File: config.mk
export PLATFORM = sky130hd
export DESIGN_NAME = count_match_monitor
export DESIGN_NICKNAME = d
export VERILOG_FILES = /design/src/rtl/count_match_monitor.sv
export SDC_FILE = /design/constraint.sdc
export NUM_CORES = 1
export LEC_CHECK = 0
export CORE_MARGIN = 2
export CORE_UTILIZATION = 45
export DETAILED_ROUTE_END_ITERATION = 7
export PLACE_DENSITY = 0.76
export SYNTH_ARGS = -nofsm -noshare
export SYNTH_HDL_FRONTEND = slang
export SYNTH_SLANG_ARGS = --single-unit
export TNS_END_PERCENT = 30
File: constraint.sdc
create_clock -name clk -period 2.3 [get_ports clk]
set_input_delay 0.46 -clock clk [delete_from_list [all_inputs] [get_ports clk]]
set_output_delay 0.46 -clock clk [all_outputs]
set_load 0.01 [all_outputs]
File: src/rtl/count_match_monitor.sv
// Watches an upstream counter value, counts arrivals at a latched target and
// flags all-ones to zero wrap-around of the counter.
module count_match_monitor #(
    parameter int WIDTH  = 4,
    parameter int HITS_W = 8
) (
    input  logic              clk,
    input  logic              reset,
    input  logic              en,
    input  logic [WIDTH-1:0]  A,
    input  logic [WIDTH-1:0]  target,
    input  logic [HITS_W-1:0] goal,
    input  logic              arm,
    input  logic              clear,
    output logic [HITS_W-1:0] hits,
    output logic              match_pulse,
    output logic              wrap_pulse,
    output logic              done,
    output logic              busy,
    output logic [1:0]        state
);

    typedef enum logic [1:0] {
        IDLE  = 2'd0,
        ARMED = 2'd1,
        HOLD  = 2'd2,
        DONE  = 2'd3
    } state_t;

    state_t            state_q;
    logic [WIDTH-1:0]  target_q;
    logic [HITS_W-1:0] goal_q;
    logic [WIDTH-1:0]  prev_a;
    logic              prev_valid;

    // One extra bit so the goal comparison and saturation never see a wrapped count.
    logic [HITS_W:0]   hits_inc;
    logic [HITS_W-1:0] hits_sat;
    logic              goal_hit;
    logic              is_match;
    logic              wrap_seen;

    assign hits_inc  = {1'b0, hits} + {{HITS_W{1'b0}}, 1'b1};
    assign hits_sat  = hits_inc[HITS_W] ? hits : hits_inc[HITS_W-1:0];
    assign goal_hit  = (hits_inc >= {1'b0, goal_q});
    assign is_match  = en && (A == target_q);
    assign wrap_seen = en && prev_valid && (prev_a == {WIDTH{1'b1}}) && (A == {WIDTH{1'b0}});

    assign busy  = (state_q == ARMED) || (state_q == HOLD);
    assign state = state_q;

    // en only qualifies A; there is no back-pressure, a sample is taken on every en=1 edge.
    always_ff @(posedge clk or negedge reset) begin
        if (!reset) begin
            state_q     <= IDLE;
            hits        <= '0;
            match_pulse <= 1'b0;
            wrap_pulse  <= 1'b0;
            done        <= 1'b0;
            target_q    <= '0;
            goal_q      <= '0;
            prev_a      <= '0;
            prev_valid  <= 1'b0;
        end else begin
            match_pulse <= 1'b0;
            wrap_pulse  <= wrap_seen;

            // Wrap history survives en=0 gaps; only clear forgets it.
            if (clear) begin
                prev_valid <= 1'b0;
            end else if (en) begin
                prev_a     <= A;
                prev_valid <= 1'b1;
            end

            if (clear) begin
                state_q <= IDLE;
                hits    <= '0;
                done    <= 1'b0;
            end else if (arm) begin
                target_q <= target;
                goal_q   <= (goal == '0) ? {{(HITS_W-1){1'b0}}, 1'b1} : goal;
                hits     <= '0;
                done     <= 1'b0;
                state_q  <= ARMED;
            end else begin
                case (state_q)
                    ARMED: begin
                        if (is_match) begin
                            hits        <= hits_sat;
                            match_pulse <= 1'b1;
                            if (goal_hit) begin
                                state_q <= DONE;
                                done    <= 1'b1;
                            end else begin
                                state_q <= HOLD;
                            end
                        end
                    end
                    // A counter parked on the target must move away before it can count again.
                    HOLD: begin
                        if (en && (A != target_q)) state_q <= ARMED;
                    end
                    default: ;
                endcase
            end
        end
    end

endmodule

======== Word level (Yosys, flattened, before mapping) ========
Index checks and enable logic that the tools add are counted.
storage, ports and cells
  register bits ........................... 30
  logic and storage cells ................. 61
cells by class
  mux-type cells .......................... 23
  $lt $le $gt $ge ......................... 1
  bitwise logic cells ..................... 1
  equal/unequal tests ..................... 8
  reduce and logical (&&, ||, !) cells .... 18
  add/subtract/negate cells ............... 1
operators by type and width
  cell                   count
  $mux W8                6
  $mux W1                12
  $add A8 B1 Y9 const B  1
  $ge A9 B8 Y1           1
  $reduce_and A3 Y1      3
  $reduce_bool A3 Y1     3
  $logic_not A8 Y1       1
  $mux W2                4
  $logic_and A1 B1 Y1    5
  $eq A4 B4 Y1           1
  $eq A4 B4 Y1 const B   1
  $logic_not A4 Y1       1
  $ne A4 B3 Y1 const B   1
  $ne A4 B4 Y1           1
  $ne A4 B4 Y1 const B   1
  $pmux W2 S2            1
  $reduce_and A2 Y1      2
  $reduce_bool A4 Y1     1
  $ne A3 B3 Y1 const B   1
  $eq A2 B1 Y1 const B   1
  $eq A2 B2 Y1 const B   1
  $reduce_bool A2 Y1     1
  $logic_or A1 B1 Y1     1
  $not A1 Y1             1

======== Depth between registers and ports, before layout ========
  depth in word-level cells ............... 7
  depth in mapped cells ................... 10

======== Least setup slack after synthesis ========
Ideal clock, no wire load.
  path kind ............................... flip-flop to flip-flop
  start point ............................. register hits[0]
  end point ............................... register state_q[0] (netlist: state[0])
  clock period less this slack ............ 2.317 ns
  arrival time ............................ 2.190 ns
  slack ................................... -0.017 ns
  stages on the path, launching flop included .. 11
  required time ........................... 2.173 ns
  path buffers ............................ 0
  cell sequence ........................... dfrtp_1 > ha_1 > nand3_2 > nor2_4 > xor2_1 > ha_1 > o21ai_0 > nor2_1 > a31oi_1 > a31oi_1 > mux2_1
between the ends
  longest elaborated chain between the ends .. 7
RTL lines
  element                 line  text
  from (decl)             15    output logic [HITS_W-1:0] hits,
  from (signal assigned)  90    hits <= hits_sat;
  $add A8 B1 Y9           43    assign hits_inc = {1'b0, hits} + {{HITS_W{1'b0}}, 1'b1};
  $ge A9 B8 Y1            45    assign goal_hit = (hits_inc >= {1'b0, goal_q});
  $mux W1                 92    if (goal_hit) begin
  $mux W2                 89    if (is_match) begin
  $pmux W2 S2             87    case (state_q)
  $mux W2                 80    end else if (arm) begin
  $mux W2                 76    if (clear) begin
  to (signal assigned)    77    state_q <= IDLE;
  to (signal assigned)    85    state_q <= ARMED;
  to (signal assigned)    93    state_q <= DONE;
  to (decl)               30    state_t state_q;
No other way between the ends. The select of a mux whose other input is x is not followed.
A chain may end at the register's enable or synchronous reset.

======== Worst setup path in the final report ========
  start point ............................. register hits[1]
  end point ............................... register state_q[0] (netlist: state[0])
The elaborated chain is that of the path after synthesis.

==> metrics <==
Int Pwr 0.000919 W; sequential share of power 0.479; sequential-to-total area share from yosys stat 0.455; Die Ht 64.5 um; most used cells in the layout excluding fill and tap cells clkdlybuf4s50_1 (34), dfrtp_1 (29), nor2_1 (17), buf_4 (14); final hold violations 0; Num CTS Buffers 5; Final Core Density 0.658; RSZ-0062 raised after global routing true; top_reg_cell synth dfrtp_1; number of synthesized flops with an enable pin 0; worst skew pair latency 0.34 ns; multiplexer area fraction after synthesis 0.0744; CP required 2.52 ns; worst hold margin 0.498 ns; Critical Path Max Stage Delay 0.41 ns; Fin Setup TNS 0 ns; die area 0.00416 sq mm; post-synthesis compound-gate area fraction 0.0835; Slew Viols, Final 0; Post-Place Setup Slack -0.179 ns; Worst-path clk slew 0.10 ns; PwrDens 554 mW/mm^2; crit-path most repeated cell a31oi_1; syn_nets 196; port buffer count 34; setup ws final 0.0156 ns; outcome complete, no violations; Post-synth ARST share 1.00; vias in the first global route 1471; simple-gate area share of the yosys netlist 0.179; Clock Sinks 30; Final nets 247; Cell Area, Synth 0.00165 sq mm; Buf/Inv on CP 0; Final Cell Area 0.00225 sq mm; total number of vias 1382; commonest non-fill, non-tap cell in the layout clkdlybuf4s50_1; CP Max Fanout 3; Fmax 438 MHz; CTS tree built; Worst EP arrival 2.50 ns; routed len/inst 13.9 um; final wirelength 3650 um; Clk pwr share 0.332; detailed placement HPWL 2830 um; Synthesis Warnings 0; Mapped Cells 164; worst path cell trace ha_2 -> nand3_2 -> nor2_4 -> xor2_1 -> ha_1 -> o21ai_2 -> nor2_1 -> a31oi_1 -> a31oi_1 -> mux2_4; Setup crit start kind flop; vias per cell 5.27; crit share post-route 0.993; Synth cell types 33; routability cong. 0.806; share of layout cells above drive strength 1 0.204; Starting Density 0.483; Sw Share 0.262; Placeable Area 0.00342 sq mm; R2R cell count 10; FF-to-FF setup slack 0.02 ns; adder-cell area share of the yosys netlist 0.0835; gr ovfl total 0; Peak VDD IR 361 uV; Crit Reg-Reg Startpoint hits[1]$_DFFE_PN0P_; Rel. slew slack 0.734; CP top delay family compound AO/OA/AOI/OAI gates; Syn Area/Cell 10.1 sq um; Post-Synth XOR/XNOR Area 0.0850; crit path kind flop to flop; reg2reg end state[0]$_DFFE_PN0P_; actual slew at the worst max-slew pin 0.398 ns; P_leak 0.971 nW; Antenna Nets Post-Route 0; combinational share of power 0.189; die width 64.5 um; FF+latch count, synth 30; Pre-Repair DR Iteration Count 4; antenna violations before repair 0; P_sw 0.000326 W; Max-Cap Viols 0; largest net degree at the start of global routing 31; largest family of logic cells by synthesized area simple AND/OR/NAND/NOR gates; Initial DRC Count 47; area delta synth->final 36.3%; CTS Buffer Depth 2; Ant. Diodes 0; clock skew 0.0121 ns; Total Routing Usage GR 0.201; H-tree depth reported by CTS 2; FP Rows 21; Critical-path top delay cell dfrtp_1; crit path time final 2.28 ns; Setup-failing EPs final 0; Setup crit end kind flop; Worst Hold Class primary input to asynchronous set/reset pin; first-pass GRT wire length 6370 um; drt drc 0; placed cell area 0.00211 sq mm; Top Ports 35; cell at the root of the clock tree clkbuf_4
final cells by class:
| cell class | count | area, sq um |
|---|---|---|
| clock inverters | 3 | 40.0 |
| multi-input cells | 117 | 866 |
| inverters | 13 | 48.8 |
| fillers | 280 | 1170 |
| repair buffers | 48 | 445 |
| well taps | 46 | 57.6 |
| clock buffers | 5 | 37.5 |
| flip-flops and latches | 30 | 752 |
stage by stage:
stage | std cells | power (W)
floorplan | 164 | 0.000722
global placement | 251 | 0.000817
detailed placement | 251 | 0.000833
CTS | 261 | 0.00125
global route | 262 | 0.00131
finish | 262 | 0.00125
layer usage:
layer / vias up / share of wire / wire length, um / track usage
met2: 41 / 0.52 / 1900 / 0.370
met4: 0 / 0.037 / 134 / 0.106
met3: 13 / 0.050 / 182 / 0.0556
li1: 661 / - / - / -
met1: 667 / 0.39 / 1440 / 0.205
met5: - / 0 / 0 / 0
synth_stat cells (all sizes together), types with 2 or more instances:
cell	instances	area, sq um
mux2	10	113
xor2	3	26.3
dfrtp	30	751
nor3	10	50.1
a31oi	2	12.5
nor4	3	33.8
inv	13	48.8
clkbuf	2	7.51
a21oi	6	30.0
nor2b	2	12.5
nand3	3	25.0
or2	3	21.3
buf	2	8.75
xnor2	13	114
ha	11	138
nand2	13	48.8
nor2	18	75.1
nand4	3	18.8
o21ai	10	50.1
worst register-to-register path: cells and delay by family (launching register included):
family,cells,cell delay [ns]
compound gates,3,0.51
mux,1,0.29
fa+ha+maj,2,0.49
simple gates,3,0.31
xor+xnor,1,0.17
flops,1,0.41
power by group through the flow:
stage	logic, W	clock network [W]	registers [W]
after floorplan	0.000121	0	0.000602
after global placement	0.000213	0	0.000604
after detailed placement	0.000226	0	0.000608
after CTS	0.000231	0.000426	0.000597
after global routing	0.000263	0.000449	0.000602
final	0.000236	0.000414	0.000596
how the worst max path moves through the flow:
stage / from / to / slack (ns) / depth (start not counted)
final: hits[1]$_DFFE_PN0P_ / state[0]$_DFFE_PN0P_ / 0.02 / 10
after CTS: hits[1]$_DFFE_PN0P_ / state[0]$_DFFE_PN0P_ / 0.004 / 9
after detailed placement: hits[1]$_DFFE_PN0P_ / state[0]$_DFFE_PN0P_ / -0.18 / 10
after floorplan: hits[1]$_DFFE_PN0P_ / state[0]$_DFFE_PN0P_ / 0.03 / 10
after global placement: hits[0]$_DFFE_PN0P_ / state[0]$_DFFE_PN0P_ / 0.09 / 9
after global routing: hits[1]$_DFFE_PN0P_ / state[0]$_DFFE_PN0P_ / -0.14 / 10
cells by family (layout without fill, tap and decap cells):
group	count (synthesis)	after routing
DFF	30	30
and+or+nand+nor	56	56
AOI/OAI and AO/OA	23	23
xor gates and xnor gates	16	16
muxes	11	11
adders and majority gates	11	11
buffers and inverters	17	69
sequential cells by signal, summed over array words and instances (netlist names):
signal	cells
goal_q	8
prev_a	4
state	2
done	1
wrap_pulse	1
hits	8
prev_valid	1
match_pulse	1
target_q	4
repair_timing:
action,in CTS,in global routing
endpoints found under the setup margin,2,2
hold buffers,0,0
pin swaps,4,7
buffers inserted,2,1
resized for setup,5,3
Note: power is estimated with default switching activity, not from simulation.
